$ cat src/rtl/btn_debounce.sv
// Push-button conditioner: 2-FF synchroniser feeding a counter-based debounce FSM.
// Produces a debounced level plus one-cycle press, release and long-press strobes.
module btn_debounce #(
   parameter int          COUNT_WIDTH       = 32,
   parameter int unsigned DEBOUNCE_CYCLES   = 1_000_000,
   parameter int unsigned LONG_PRESS_CYCLES = 100_000_000
) (
   input  logic clk,
   input  logic reset,
   input  logic btn_in,
   output logic btn_level,
   output logic press_pulse,
   output logic release_pulse,
   output logic long_press_pulse
);

   localparam logic [COUNT_WIDTH-1:0] DEB_LAST  = COUNT_WIDTH'(DEBOUNCE_CYCLES - 1);
   localparam logic [COUNT_WIDTH-1:0] LONG_LAST = COUNT_WIDTH'(LONG_PRESS_CYCLES - 1);

   typedef enum logic [1:0] {
      IDLE,
      PRESS_WAIT,
      PRESSED,
      RELEASE_WAIT
   } state_t;

   state_t                 state;
   logic                   s1;
   logic                   s2;
   logic                   fired;
   logic [COUNT_WIDTH-1:0] cnt;
   logic [COUNT_WIDTH-1:0] hold;

   // NOTE: sequential state uses non-blocking assignments so s2 takes the old s1,
   // giving a true two-stage synchroniser rather than a single collapsed flop.
   always_ff @(posedge clk) begin
      if (reset) begin
         s1 <= 1'b0;
         s2 <= 1'b0;
      end else begin
         s1 <= btn_in;
         s2 <= s1;
      end
   end

   always_ff @(posedge clk) begin
      if (reset) begin
         state            <= IDLE;
         cnt              <= '0;
         hold             <= '0;
         fired            <= 1'b0;
         btn_level        <= 1'b0;
         press_pulse      <= 1'b0;
         release_pulse    <= 1'b0;
         long_press_pulse <= 1'b0;
      end else begin
         // Strobes default low so each one lasts exactly a single cycle.
         press_pulse      <= 1'b0;
         release_pulse    <= 1'b0;
         long_press_pulse <= 1'b0;

         case (state)
            IDLE: begin
               btn_level <= 1'b0;
               if (s2) begin
                  state <= PRESS_WAIT;
                  cnt   <= '0;
               end
            end

            PRESS_WAIT: begin
               if (!s2) begin
                  state <= IDLE;
               end else if (cnt == DEB_LAST) begin
                  state       <= PRESSED;
                  btn_level   <= 1'b1;
                  press_pulse <= 1'b1;
                  hold        <= '0;
                  fired       <= 1'b0;
               end else begin
                  cnt <= cnt + COUNT_WIDTH'(1);
               end
            end

            PRESSED: begin
               if (!s2) begin
                  state <= RELEASE_WAIT;
                  cnt   <= '0;
               end else if (!fired) begin
                  // hold parks at its terminal value once fired, so it never wraps.
                  if (hold == LONG_LAST) begin
                     long_press_pulse <= 1'b1;
                     fired            <= 1'b1;
                  end else begin
                     hold <= hold + COUNT_WIDTH'(1);
                  end
               end
            end

            RELEASE_WAIT: begin
               if (s2) begin
                  state <= PRESSED;
               end else if (cnt == DEB_LAST) begin
                  state         <= IDLE;
                  btn_level     <= 1'b0;
                  release_pulse <= 1'b1;
               end else begin
                  cnt <= cnt + COUNT_WIDTH'(1);
               end
            end

            default: state <= IDLE;
         endcase
      end
   end

endmodule

$ cat config.mk
export PLATFORM = sky130hd
export DESIGN_NAME = btn_debounce
export DESIGN_NICKNAME = d
export VERILOG_FILES = /design/src/rtl/btn_debounce.sv
export SDC_FILE = /design/constraint.sdc
export NUM_CORES = 1
export LEC_CHECK = 0
export BUFFER_PORTS_ARGS = -buffer_cell sky130_fd_sc_hd__buf_2
export CAP_MARGIN = 10
export CORE_MARGIN = 4
export CORE_UTILIZATION = 45
export CTS_CLUSTER_SIZE = 25
export DETAILED_ROUTE_END_ITERATION = 10
export MAX_ROUTING_LAYER = met4
export PLACE_DENSITY = 0.58
export SYNTH_ARGS = -nofsm -noshare
export SYNTH_HDL_FRONTEND = slang
export SYNTH_SLANG_ARGS = --single-unit
$ cat constraint.sdc
create_clock -name clk -period 6.2 [get_ports clk]
set_input_delay 0.31 -clock clk [delete_from_list [all_inputs] [get_ports clk]]
set_output_delay 0.31 -clock clk [all_outputs]
set_load 0.01 [all_outputs]
==> flow_summary.json <==
{
  "cpPeakStageDelay_ns": 0.67,
  "hp-class": "in -> reg",
  "ys.flop_type": "dfxtp_1",
  "fin_skew_ns": 0.0119,
  "antennaDiodeCount": 0,
  "rsz0062_at_grt": "false",
  "ys_warn_count": 0,
  "cp_num_buf_inv": 0,
  "hp-start": "btn_in",
  "start_kind": "flop",
  "min_to": "s1",
  "seq_area_frac_synth_pct": 40.1,
  "clkSlewWorstSetupHoldPaths_ns": 0.08,
  "drt_wl_total_um": 8050,
  "cts_sinks": 73,
  "cts_tree": "built",
  "antenna_found_initial": 0,
  "routed_via_density": 5.64,
  "hpwl_um": 5680,
  "grt_pass1_vias": 2776,
  "first_pass_iters": 4,
  "final_common_cell": "dfxtp_1",
  "synth_largest_area_cell": "dfxtp_1",
  "synth_top_area_share_pct": 40.1,
  "row_count": 32,
  "seq_power_share_pct": 52.2,
  "synthArstFlopShare_pct": 0,
  "ys_types": 53,
  "dr.first_iter.drc_count": 142,
  "finalNonFillerCells": 547,
  "fin_nets": 445,
  "antenna_left": 0,
  "cp_max_fo": 13,
  "whs_path_depth": 2,
  "crit_path_end_kind": "flop",
  "die_h_um": 98.0,
  "io_buffer_count": 6,
  "r2r_end": "cnt[31]",
  "drc": 0,
  "power.share.clock_pct": 45.9,
  "overflow": 0,
  "syn_avg_cell_area_sq_um": 8.32,
  "placed_cells": 531,
  "rr_startpoint": "s2",
  "h-tree-depth": 3,
  "setup_viol_count_final": 0,
  "p_int_w": 0.000701,
  "syn_nets": 443,
  "worst_slew_margin_rel_pct": 47.1,
  "crit_type": "reg -> reg",
  "fmax_ghz": 0.377,
  "ir_worst_vdd_v": 0.000142,
  "cp_slowest_cell": "nor4_1",
  "tightestPinTransition_ns": 0.786,
  "die-area_sq_um": 9600,
  "start_util_pct": 46.7,
  "drv_slew": 0,
  "critPathArrivalTime_ns": 2.88,
  "cts_buffer_depth": 2,
  "critPathRequiredTime_ns": 6.43,
  "ctsResizeCount": 0,
  "syn_inst": 438,
  "hold_viol": 0,
  "dieWidth_um": 98.0,
  "gp_congestion": 0.820,
  "grt_max_degree": 31,
  "critical-path-top-delay-family": "simple AND/OR/NAND/NOR gates",
  "cts_setup_buffers": 0,
  "post_drt_wl_per_cell_um": 14.7,
  "critical_path_cell_count": 6,
  "finalCritPeriodShare_pct": 42.7,
  "coreArea_sq_um": 7810,
  "pwr-share-comb_pct": 1.9,
  "drive_gt1_share_pct": 9.21,
  "area_delta_synth_final_pct": 8.55,
  "cp_cell_sequence": "xor2_1, nand4_1, nor4_1, nand4_1, xor2_1, nor2_1",
  "synth-edff-count": 0,
  "clk_latency_ns": 0.36,
  "layout_common_cells": "dfxtp_1, nor2_1, nand2_1, o21ai_0, nand4_1",
  "ios": 7,
  "drv_cap": 0,
  "power_switching_w": 0.000204,
  "synth_seq_cells": 73,
  "swShare_pct": 22.5,
  "synth_area_sq_um": 3640,
  "fin_ws_ns": 3.55,
  "grt_pass1_wl_um": 13700,
  "hold_buffers": 0,
  "r2r_setup_slack_ns": 3.55,
  "power_density_nw_per_um2": 229,
  "totalNegativeSetupSlack_ns": 0,
  "min_period_ns": 2.65,
  "num_vias": 3083,
  "cts_buffers": 9,
  "yosys-top-cells-area": "dfxtp_1, nor2_1, xor2_1",
  "p_leak_nw": 1.25,
  "post-place-ws_ns": 3.56,
  "reg2regPathDepth": 6,
  "root_buffer": "clkbuf_8",
  "status": "finished clean",
  "grtUsageTotal_pct": 17.8,
  "timing.hold.ws_ns": 0.175
}
through the flow:
step / power [W] / cell area [sq um] / util, %
finish: 0.000904 / 3950 / 50.6
global route: 0.000932 / 3950 / 50.6
CTS: 0.000910 / 3950 / 50.6
detailed placement: 0.000500 / 3730 / 47.8
global placement: 0.000500 / 3730 / 47.8
floorplan: 0.000496 / 3640 / -
layout make-up:
class	instances	area, sq um
sequential	73	1460
fill	754	3850
timing repair buffer	8	45.0
inverter	10	37.5
clock buffer	9	124
clock inverter	7	95.1
multi-input combinational	338	2060
tap	102	128
cells by family after synthesis:
group,count (synthesis),synth area share (%)
buf+inv,27,3.33
flops,73,40.1
compound gates,76,13.2
fa+ha+maj,2,0.687
mux,3,0.859
simple gates,224,33.9
xor+xnor,33,7.94
per-layer routing:
metal	vias to the layer above	routed length, um	GRT usage (%)
li1	1591	-	-
met1	1439	4320	26.1
met2	44	3320	24.3
met3	9	333	4.79
met4	0	89	4.15
met5	-	0	-
state kept, by name, indices dropped and copies added (netlist names), named ones only:
signal            count
cnt                  32
hold                 32
btn_level             1
fired                 1
long_press_pulse      1
press_pulse           1
release_pulse         1
s1                    1
s2                    1
state                 1
power by group through the flow:
stage	sequential, W	combinational (W)	clock, W
global placement	0.000483	0.0000175	0
global route	0.000472	0.0000194	0.000440
floorplan	0.000481	0.0000144	0
CTS	0.000472	0.0000178	0.000421
detailed placement	0.000483	0.0000177	0
finish	0.000472	0.0000174	0.000415
Yosys cell counts, types with 8 or more instances:
master	instances
nor2_1	55
a21oi_1	19
nand3_1	17
nand2_1	39
or3_1	15
nand4_1	22
and2_1	8
xor2_1	17
dfxtp_1	73
o21ai_0	26
nor3_1	12
nor4_1	14
xnor2_1	16
clkbuf_1	10
inv_1	10
how the worst max path moves through the flow:
stage                       start      end
after CTS                      s2  cnt[31]
after detailed placement       s2  cnt[31]
after global placement         s2  cnt[31]
after global routing           s2  cnt[31]
after floorplan           hold[0]  hold[7]
final                          s2  cnt[31]
Note: power is estimated with default switching activity, not from simulation.
